## config.mk

```make
export PLATFORM = sky130hd
export DESIGN_NAME = mips32_ifetch_queue
export DESIGN_NICKNAME = d
export VERILOG_FILES = /design/src/rtl/mips32_pkg.sv /design/src/rtl/mips32_ifetch_fifo.sv /design/src/rtl/mips32_ifetch_queue.sv
export SDC_FILE = /design/constraint.sdc
export NUM_CORES = 1
export LEC_CHECK = 0
export ABC_AREA = 0
export BUFFER_PORTS_ARGS = -buffer_cell sky130_fd_sc_hd__buf_2
export CAP_MARGIN = 0
export CORE_ASPECT_RATIO = 0.6
export CORE_MARGIN = 2
export CORE_UTILIZATION = 53
export DETAILED_ROUTE_END_ITERATION = 10
export PLACE_DENSITY = 0.8
export SETUP_SLACK_MARGIN = 0.5
export SLEW_MARGIN = 20
export SYNTH_ARGS = -nofsm -noshare
export SYNTH_HDL_FRONTEND = slang
export SYNTH_SLANG_ARGS = --single-unit
```

## constraint.sdc

```tcl
create_clock -name clk1 -period 4.6 [get_ports clk1]
set_input_delay 0.92 -clock clk1 [delete_from_list [all_inputs] [get_ports clk1]]
set_output_delay 0.92 -clock clk1 [all_outputs]
set_load 0.05 [all_outputs]
```

## src/rtl/mips32_pkg.sv

```systemverilog
// Shared definitions for the MIPS32 pipeline.
//   - Opcode constants of the instruction set (bits [31:26] of an instruction word).
//   - ifq_entry_t: instruction-fetch queue entry {ir, npc}.
//   - ifetch_state_e: fetch-unit FSM states.
package mips32_pkg;

    localparam logic [5:0] OpAdd   = 6'b000000;
    localparam logic [5:0] OpSub   = 6'b000001;
    localparam logic [5:0] OpAnd   = 6'b000010;
    localparam logic [5:0] OpOr    = 6'b000011;
    localparam logic [5:0] OpSlt   = 6'b000100;
    localparam logic [5:0] OpMul   = 6'b000101;
    localparam logic [5:0] OpLw    = 6'b001000;
    localparam logic [5:0] OpSw    = 6'b001001;
    localparam logic [5:0] OpAddi  = 6'b001010;
    localparam logic [5:0] OpSubi  = 6'b001011;
    localparam logic [5:0] OpSlti  = 6'b001100;
    localparam logic [5:0] OpBneqz = 6'b001101;
    localparam logic [5:0] OpBeqz  = 6'b001110;
    localparam logic [5:0] OpHlt   = 6'b111111;

    typedef struct packed {
        logic [31:0] ir;
        logic [31:0] npc;
    } ifq_entry_t;

    typedef enum logic [0:0] {
        StRun,
        StStop
    } ifetch_state_e;

    function automatic logic is_hlt(input logic [31:0] ir);
        return ir[31:26] == OpHlt;
    endfunction

endpackage

```

## src/rtl/mips32_ifetch_fifo.sv

```systemverilog
// Generic synchronous FIFO with synchronous flush.
// Ports:
//   clk_i    clock
//   rst_ni   asynchronous active-low reset
//   flush_i  empty the FIFO (overrides push/pop in the same cycle)
//   push_i   write wdata_i (ignored when full unless a pop happens too)
//   wdata_i  write data
//   pop_i    remove the head (ignored when empty)
//   rdata_o  head entry (undefined when empty)
//   empty_o  no entries
//   count_o  number of entries, 0..Depth
// Depth must be a power of two so the pointers wrap naturally.
module mips32_ifetch_fifo #(
    parameter int unsigned Width = 32,
    parameter int unsigned Depth = 4
) (
    input  logic                           clk_i,
    input  logic                           rst_ni,
    input  logic                           flush_i,
    input  logic                           push_i,
    input  logic [Width-1:0]               wdata_i,
    input  logic                           pop_i,
    output logic [Width-1:0]               rdata_o,
    output logic                           empty_o,
    output logic [$clog2(Depth+1)-1:0]     count_o
);

    localparam int unsigned PtrW = (Depth > 1) ? $clog2(Depth) : 1;
    localparam int unsigned CntW = $clog2(Depth + 1);

    logic [Width-1:0] mem_q [Depth];
    logic [PtrW-1:0]  wr_ptr_q, wr_ptr_d, rd_ptr_q, rd_ptr_d;
    logic [CntW-1:0]  count_q, count_d;
    logic             full, do_push, do_pop;

    assign full    = (count_q == CntW'(Depth));
    assign empty_o = (count_q == '0);
    assign count_o = count_q;
    assign rdata_o = mem_q[rd_ptr_q];
    assign do_pop  = pop_i && !empty_o;
    assign do_push = push_i && (!full || do_pop);

    always_comb begin
        wr_ptr_d = wr_ptr_q;
        rd_ptr_d = rd_ptr_q;
        count_d  = count_q;
        if (flush_i) begin
            wr_ptr_d = '0;
            rd_ptr_d = '0;
            count_d  = '0;
        end else begin
            if (do_push) wr_ptr_d = wr_ptr_q + PtrW'(1);
            if (do_pop)  rd_ptr_d = rd_ptr_q + PtrW'(1);
            if (do_push && !do_pop) count_d = count_q + CntW'(1);
            if (!do_push && do_pop) count_d = count_q - CntW'(1);
        end
    end

    always_ff @(posedge clk_i or negedge rst_ni) begin
        if (!rst_ni) begin
            wr_ptr_q <= '0;
            rd_ptr_q <= '0;
            count_q  <= '0;
        end else begin
            wr_ptr_q <= wr_ptr_d;
            rd_ptr_q <= rd_ptr_d;
            count_q  <= count_d;
        end
    end

    // Storage needs no reset; reads of an empty FIFO are masked by the user.
    always_ff @(posedge clk_i) begin
        if (do_push && !flush_i) mem_q[wr_ptr_q] <= wdata_i;
    end

endmodule

```

## src/rtl/mips32_ifetch_queue.sv

```systemverilog
// MIPS32 instruction-fetch front end with an in-order prefetch queue.
// Issues word-addressed fetches, buffers returned words with their next-PC and hands them to ID
// over valid/ready. Fetch stops once a HLT word is returned and resumes only on a redirect.
// Ports:
//   clk1            pipeline clock
//   rst_n           asynchronous active-low reset
//   imem_req_valid  fetch request valid             imem_req_ready  memory accepts request
//   imem_req_addr   request word address (pc)
//   imem_rsp_valid  in-order response valid         imem_rsp_data   instruction word
//   redirect_valid  taken branch: flush + refetch   redirect_pc     branch target word address
//   id_valid        queue head valid                id_ready        ID consumes head
//   id_ir           head instruction                id_npc          head address + 1
//   halted          HLT fetched, no more requests
// Build option: define IFETCH_BYPASS_EN to forward a response straight to ID when the queue is
// empty (0-cycle latency); otherwise every word passes through the queue.
module mips32_ifetch_queue #(
    parameter int unsigned          ADDR_W   = 10,
    parameter int unsigned          DEPTH    = 4,
    parameter logic [ADDR_W-1:0]    RESET_PC = '0
) (
    input  logic              clk1,
    input  logic              rst_n,
    output logic              imem_req_valid,
    input  logic              imem_req_ready,
    output logic [ADDR_W-1:0] imem_req_addr,
    input  logic              imem_rsp_valid,
    input  logic [31:0]       imem_rsp_data,
    input  logic              redirect_valid,
    input  logic [ADDR_W-1:0] redirect_pc,
    output logic              id_valid,
    input  logic              id_ready,
    output logic [31:0]       id_ir,
    output logic [31:0]       id_npc,
    output logic              halted
);

    import mips32_pkg::*;

    localparam int unsigned    CntW     = $clog2(DEPTH + 1);
    localparam logic [CntW:0]  DepthOcc = (CntW + 1)'(DEPTH);

    ifetch_state_e     state_q, state_d;
    logic [ADDR_W-1:0] pc_q, pc_d;
    logic [CntW-1:0]   outst_q, outst_d, discard_q, discard_d;

    logic [CntW-1:0]   q_count, afifo_count;
    logic              q_empty, afifo_empty;
    logic [ADDR_W-1:0] rsp_addr;
    ifq_entry_t        rsp_entry, q_head, head;
    logic              req_hs, rsp_live, rsp_kept, bypass, deq;
    logic [CntW:0]     occ;

    assign occ = {1'b0, q_count} + {1'b0, outst_q};

    assign imem_req_valid = rst_n && (state_q == StRun) && !redirect_valid && (occ < DepthOcc);
    assign imem_req_addr  = pc_q;
    assign req_hs         = imem_req_valid && imem_req_ready;

    // A live response belongs to the current fetch stream and pops its address. In StStop it is
    // a word fetched past the HLT: its address is retired but the word is not queued.
    assign rsp_live = imem_rsp_valid && (discard_q == '0) && !redirect_valid;
    assign rsp_kept = rsp_live && (state_q == StRun);

    assign rsp_entry.ir  = imem_rsp_data;
    assign rsp_entry.npc = {{(32 - ADDR_W){1'b0}}, rsp_addr + ADDR_W'(1)};

`ifdef IFETCH_BYPASS_EN
    assign bypass = q_empty && rsp_kept;
`else
    assign bypass = 1'b0;
`endif

    assign head     = bypass ? rsp_entry : q_head;
    assign id_valid = bypass || !q_empty;
    assign id_ir    = id_valid ? head.ir : '0;
    assign id_npc   = id_valid ? head.npc : '0;
    assign deq      = id_valid && id_ready;
    assign halted   = (state_q == StStop);

    // Request addresses travel alongside the memory; stale ones are dropped by the flush and the
    // matching stale responses are skipped through discard_q without popping.
    mips32_ifetch_fifo #(
        .Width (ADDR_W),
        .Depth (DEPTH)
    ) u_addr_fifo (
        .clk_i   (clk1),
        .rst_ni  (rst_n),
        .flush_i (redirect_valid),
        .push_i  (req_hs),
        .wdata_i (pc_q),
        .pop_i   (rsp_live),
        .rdata_o (rsp_addr),
        .empty_o (afifo_empty),
        .count_o (afifo_count)
    );

    mips32_ifetch_fifo #(
        .Width ($bits(ifq_entry_t)),
        .Depth (DEPTH)
    ) u_instr_fifo (
        .clk_i   (clk1),
        .rst_ni  (rst_n),
        .flush_i (redirect_valid),
        .push_i  (rsp_kept && !(bypass && id_ready)),
        .wdata_i (rsp_entry),
        .pop_i   (deq && !bypass),
        .rdata_o (q_head),
        .empty_o (q_empty),
        .count_o (q_count)
    );

    logic unused_afifo;
    assign unused_afifo = ^{afifo_count, afifo_empty};

    always_comb begin
        state_d   = state_q;
        pc_d      = pc_q;
        outst_d   = outst_q;
        discard_d = discard_q;

        if (req_hs) pc_d = pc_q + ADDR_W'(1);
        if (req_hs && !imem_rsp_valid) outst_d = outst_q + CntW'(1);
        if (!req_hs && imem_rsp_valid) outst_d = outst_q - CntW'(1);
        if (imem_rsp_valid && (discard_q != '0)) discard_d = discard_q - CntW'(1);

        unique case (state_q)
            StRun:   if (rsp_kept && is_hlt(imem_rsp_data)) state_d = StStop;
            StStop:  ;
            default: state_d = StRun;
        endcase

        // No request issues in a redirect cycle, so everything still in flight is stale.
        if (redirect_valid) begin
            pc_d      = redirect_pc;
            discard_d = outst_q - CntW'(imem_rsp_valid);
            state_d   = StRun;
        end
    end

    always_ff @(posedge clk1 or negedge rst_n) begin
        if (!rst_n) begin
            state_q   <= StRun;
            pc_q      <= RESET_PC;
            outst_q   <= '0;
            discard_q <= '0;
        end else begin
            state_q   <= state_d;
            pc_q      <= pc_d;
            outst_q   <= outst_d;
            discard_q <= discard_d;
        end
    end

endmodule

```

==> qor.txt, run 1 <==
Final #Nets: 755
EDFF count, synth: 208
DR vias/cell: 5.59
buffers added on ports: 102
PD cells: 547 mW/mm^2
drt drc: 0
Clk Latency, worst-skew pair: 0.51 ns
Max Clock Skew: 0.0300 ns
first drt pass iteration count: 5
worst-margin pin slew: 1.08 ns
hpwl dp: 12.2 mm
Synth Flop Type: edfxtp_1
sequential cell area fraction in the yosys report: 69.4%
Final GP Congestion: 0.782
largest net degree at the start of global routing: 46
gr usage total: 19.4%
synthesized area: 0.0101 sq mm
Post-synth top cells: 208 x edfxtp_1, 50 x and2_1, 44 x mux4_2
Syn. warnings: 0
Startpoint Class: flop
chip height: 111 um
Seq cells post-synth: 239
Die X-Extent: 182 um
Synth top area share: 61.8%
root buf cell: clkbuf_16
antenna cell count: 0
PostCTS Resize Cnt: 0
# rows: 39
async set-or-reset flop fraction in the synthesized netlist: 13.0%
Max Transition Viols Final: 0
Final ANT Viol Nets: 0
cts bufs inserted: 22
Hold Buf Count CTS: 0
Clock Path Buffers: 3
post-synth cell types: 54
global-route wire length before repair: 30.3 mm
worst vdd ir: 0.278 mV
layout cells sized above 1: 28.6%
Core Region: 0.0189 sq mm
antenna violations before repair: 1
total gr overflow: 0
Initial DRC Count: 518
vias in the first global route: 5481
Clock transition at path regs: 0.07 ns
status: finished, final reports clean
post-synth top area cell: edfxtp_1
critical path data arrival time: 2.65 ns
final cycle utilization of the critical path: 77.7%
CP required: 3.68 ns
Leak Pwr: 0.00409 uW
Worst Hold Class: in2async
Final TNS setup: 0 ns
CP endpoint kind: output pin
total of max-cap violations: 0
I/O pin cnt: 125
Die Area: 0.0202 sq mm
r2r worst-path depth: 6
final setup fails: 0
CTS tree: done
Setup WS pre-CTS: 0.958 ns
final wirelength: 19.2 mm
Slew HR: 28.2%
Avg Cell Area, Syn: 17.4 sq um
synthesis-to-layout area growth: 13.3%
Avg WL per Cell: 20.3 um
via count: 5296
Final Hold Fails: 0
dominant cells by area after synthesis: edfxtp_1 62%, mux4_2 9.8%, dfrtp_1 7.7%
Peak Freq: 0.280 GHz
unrepaired setup endpoints after global routing: no
clock sinks: 239
top-count cell post-synth: edfxtp_1
post-CTS setup buffers: 0
CP Max Fanout: 24
Final Critical Period: 3.57 ns
Final WS setup: 1.03 ns
post-synthesis cell count: 580
Starting Density: 53.5%
H-tree Lvls: 1
critical setup path kind: reg2out
## layout make-up
class / instances / area, sq um
fillers: 1346 / 7430
flip-flops and latches: 239 / 7020
multi-input cells: 297 / 2820
clock buffers: 30 / 612
repair buffers: 109 / 576
well taps: 246 / 308
inverters: 18 / 67.6
clock inverters: 9 / 48.8
## state kept, by name (all words and copies together), names as in the netlist
register               flops
u_addr_fifo.mem_q         40
u_addr_fifo.count_o        3
u_instr_fifo.count_o       3
u_instr_fifo.mem_q       168
imem_req_addr             10
u_addr_fifo.wr_ptr_q       2
discard_q                  3
u_instr_fifo.wr_ptr_q      2
halted                     1
outst_q                    3
u_addr_fifo.rd_ptr_q       2
u_instr_fifo.rd_ptr_q      2
## power by group
group          switching (uW)  total, uW  internal [uW]
clock network             733       1670            933
logic                    1310       1930            622
registers                 171       2660           2490
total                    2210       6260           4050
## critical path: stages (launching register included)
cell     delay, ns
dfrtp_2       0.86
buf_12        0.31
mux4_2        0.55
and2_1        0.19
buf_2         0.21
## final timing paths
kind / slack, ns / end / startpoint
max: 1.03 / id_npc[0] / u_instr_fifo.rd_ptr_q[0]
max reg2reg: 1.41 / u_addr_fifo.mem_q[2][3] / outst_q[2]
max in group asynchronous: 3.82 / u_instr_fifo.rd_ptr_q[1] / rst_n
min: 0.46 / imem_req_addr[5] / rst_n
min in group clk1: 0.54 / outst_q[0] / outst_q[0]
min reg2reg: 0.54 / outst_q[0] / outst_q[0]
## layout by cell type (no fill, tap or decap), types with 2 or more instances in the layout
| cell | netlist | final |
|---|---|---|
| a21oi_1 | 4 | 4 |
| a41oi_1 | 2 | 2 |
| and2_1 | 50 | 46 |
| and2_2 | 0 | 4 |
| and2_4 | 2 | 2 |
| and4_1 | 2 | 2 |
| buf_2 | 11 | 102 |
| buf_4 | 22 | 6 |
| clkbuf_1 | 11 | 6 |
| clkbuf_16 | 0 | 23 |
| clkinv_1 | 0 | 2 |
| clkinv_2 | 0 | 5 |
| conb_1 | 1 | 22 |
| dfrtp_1 | 31 | 29 |
| dfrtp_2 | 0 | 2 |
| edfxtp_1 | 208 | 208 |
| fa_1 | 3 | 3 |
| ha_1 | 17 | 17 |
| inv_1 | 18 | 18 |
| mux2_2 | 3 | 3 |
| mux2i_1 | 4 | 4 |
| mux4_1 | 8 | 8 |
| mux4_2 | 44 | 44 |
| nand2_1 | 25 | 25 |
| nand2b_1 | 2 | 2 |
| nand3_1 | 11 | 11 |
| nand4_1 | 4 | 4 |
| nor2_1 | 28 | 28 |
| nor3_1 | 3 | 3 |
| o21ai_0 | 12 | 12 |
| o311ai_0 | 2 | 2 |
| or3_1 | 2 | 2 |
| xnor2_1 | 14 | 14 |
| xor2_1 | 11 | 11 |
## stage by stage
stage	utilization [%]	cell area, sq um	instances	power (uW)	hold WS, ns
detailed placement	57.1	10800	909	4650	0.528
finish	60.6	11500	948	6260	0.458
global route	60.6	11500	948	6520	0.479
global placement	57.1	10800	909	4600	0.506
floorplan	-	10200	601	4190	0.468
CTS	60.6	11500	948	6330	0.463
## cells by family (layout without fill, tap and decap cells)
kind of cell    count (synthesis)  after routing  share of synthesized area, %
flops                         239            239                          69.4
simple gates                  139            139                          7.37
buf+inv                        65            166                          3.54
mux                            59             59                          12.6
compound gates                 32             32                          2.14
xor+xnor                       25             25                          2.17
fa+ha+maj                      20             20                          2.70
other cells                     1             22                        0.0371
## per-layer routing
layer | global-route usage (%) | wire length [um] | up-vias
met5 | 0 | 7 | -
met4 | 4.57 | 346 | 2
met3 | 3.19 | 1090 | 34
met2 | 31.6 | 9530 | 184
met1 | 27.9 | 8250 | 2691
li1 | - | - | 2385
No activity file was read; power rests on OpenSTA's default activity.
==> run 2: changes to the inputs <==
Clock period 4.6 ns to 3.6 ns, I/O delays scaled along.
==> run 2 against run 1 <==
Critical path depth unchanged. Clock skew down 0.020 ns. Via count up 1.7%. Routed wire length up 5.3%. Highest routed layer is now met4. Critical path type unchanged. Clock-buffer cell count down 1. Largest cell class unchanged.
==> qor.txt, run 2 (synthesis results as in run 1) <==
Clock transition at path regs: 0.06 ns (about the same)
multi-input logic area: 0.00282 sq mm (unchanged)
DR vias/cell: 5.61 (+0.34%)
status: finished, final reports clean
Initial DRC Count: 582 (+12%)
antenna violations before repair: 0 (-1)
Avg WL per Cell: 21.1 um (+3.8%)
total gr overflow: 0 (unchanged)
CP bufs+invs: 2 (unchanged)
gr usage total: 20.5% (+1.1 points)
critical path data arrival time: 2.16 ns (-0.49 ns)
worst-margin pin slew: 0.689 ns (-0.389 ns)
CP required: 2.88 ns (-0.80 ns)
final setup fails: 0 (unchanged)
most frequent cells in the layout: 208 x edfxtp_1, 102 x buf_2, 46 x and2_1
buffers added on ports: 102 (unchanged)
largest net degree at the start of global routing: 46 (unchanged)
Final GP Congestion: 0.787 (+0.66%)
synthesis-to-layout area growth: 14.8%
via count: 5387 (+1.7%)
cts bufs inserted: 22 (unchanged)
Core Region: 0.0189 sq mm (unchanged)
# fillers: 1323 (-1.7%)
commonest non-fill, non-tap cell in the layout: edfxtp_1
Clock Path Buffers: 3 (unchanged)
Die Area: 0.0202 sq mm (unchanged)
I/O pin cnt: 125 (unchanged)
Largest Register: u_instr_fifo.mem_q
max FFs per register: 168 (unchanged)
H-tree Lvls: 1 (unchanged)
chip height: 111 um (unchanged)
Final WS setup: 0.721 ns (-0.306 ns)
Worst path max stage delay: 0.69 ns (-0.17 ns)
total of max-cap violations: 0 (unchanged)
Final #Nets: 767 (+1.6%)
global-route wire length before repair: 31.6 mm (+4.3%)
root buf cell: clkbuf_16
Final Critical Period: 2.88 ns
CP Max Fanout: 24 (unchanged)
final wirelength: 20.2 mm (+5.3%)
worst vdd ir: 0.392 mV (+41%)
Worst Setup SP: u_instr_fifo.rd_ptr_q[1]
Final TNS setup: 0 ns (unchanged)
critical setup path kind: reg2out
Max Clock Skew: 0.0101 ns (-0.0199 ns)
vias in the first global route: 5536 (+1.0%)
register area: 0.00703 sq mm (about the same)
Clk Latency, worst-skew pair: 0.50 ns (about the same)
PD cells: 696 mW/mm^2 (+27%)
CP max stage cell: dfrtp_4
hpwl dp: 12.8 mm (+4.8%)
crit path cell chain: buf_12 -> mux4_2 -> and2_1 -> buf_2
Startpoint Class: flop
Hold Buf Count CTS: 0 (unchanged)
Final Hold Fails: 0 (unchanged)
# rows: 39 (unchanged)
layout cells sized above 1: 29.4% (+0.74 points)
Top Family by Delay on Critical Path: flip-flops
final cycle utilization of the critical path: 80.0%
Leak Pwr: 0.00417 uW (+1.9%)
CP endpoint kind: output pin
Final ANT Viol Nets: 0 (unchanged)
unrepaired setup endpoints after global routing: no
Max Transition Viols Final: 0 (unchanged)
CTS tree: done
Worst Hold Class: in2async
drt drc: 0 (unchanged)
Starting Density: 53.5% (unchanged)
clock sinks: 239 (unchanged)
Peak Freq: 0.347 GHz
antenna cell count: 0 (unchanged)
Setup WS pre-CTS: 0.715 ns (-0.244 ns)
r2r startpoint: u_instr_fifo.count_o[1]
Hold WS: 0.260 ns (-0.198 ns)
first drt pass iteration count: 5 (unchanged)
Die X-Extent: 182 um (unchanged)
Slew HR: 54.1% (+26 points)
[run 2: metal layers]
layer | routed length, um | share of wire (%) | track usage (%)
met1 | 8810 | 44 | 29.4
met2 | 9990 | 49 | 33.6
met3 | 1090 | 5.4 | 3.35
met4 | 340 | 1.7 | 4.62
met5 | 0 | 0 | 0
[run 2: timing repair]
| item | in CTS | in global routing |
|---|---|---|
| setup buffers | 2 | 0 |
| gates cloned | 0 | 0 |
| setup endpoints to repair | 29 | 5 |
| resized for setup | 1 | 1 |
[run 2: worst register-to-register path, delay by kind of cell (launching register included)]
family                     cells  cell delay (ns)
xor gates and xnor gates       2             0.32
DFF                            1             0.46
and+or+nand+nor                3             0.46
adders and majority gates      3             0.96
buffers and inverters          3             0.49
[run 2: through the flow]
stage	util [%]	instance area, sq um	total power [uW]	instances
after global routing	61.5	11600	8400	961
after CTS	61.5	11600	8130	961
after floorplan	-	10200	5350	601
after detailed placement	57.9	10900	5970	919
final	61.5	11600	8080	961
after global placement	57.9	10900	5890	919
[run 2: worst paths after layout]
kind / cells after the start / slack, ns / to
max: 4 / 0.72 / id_ir[31]
min: 2 / 0.26 / imem_req_addr[3]
max reg2reg: 11 / 0.84 / outst_q[2]
min reg2reg: 1 / 0.51 / outst_q[0]
max in group asynchronous: 2 / 2.99 / u_instr_fifo.rd_ptr_q[0]
min in group clk1: 3 / 0.43 / imem_req_addr[3]
[run 2: area by class of cell]
class / instances / share of cell area, %
clock inverters: 11 / 0.463
multi-input cells: 297 / 24.3
flip-flops and latches: 239 / 60.5
well taps: 246 / 2.65
repair buffers: 121 / 6.38
clock buffers: 29 / 5.15
inverters: 18 / 0.582
[run 2: report_power, final]
group,switching [uW],internal (uW)
clock network,964,1170
logic,1760,837
registers,156,3190
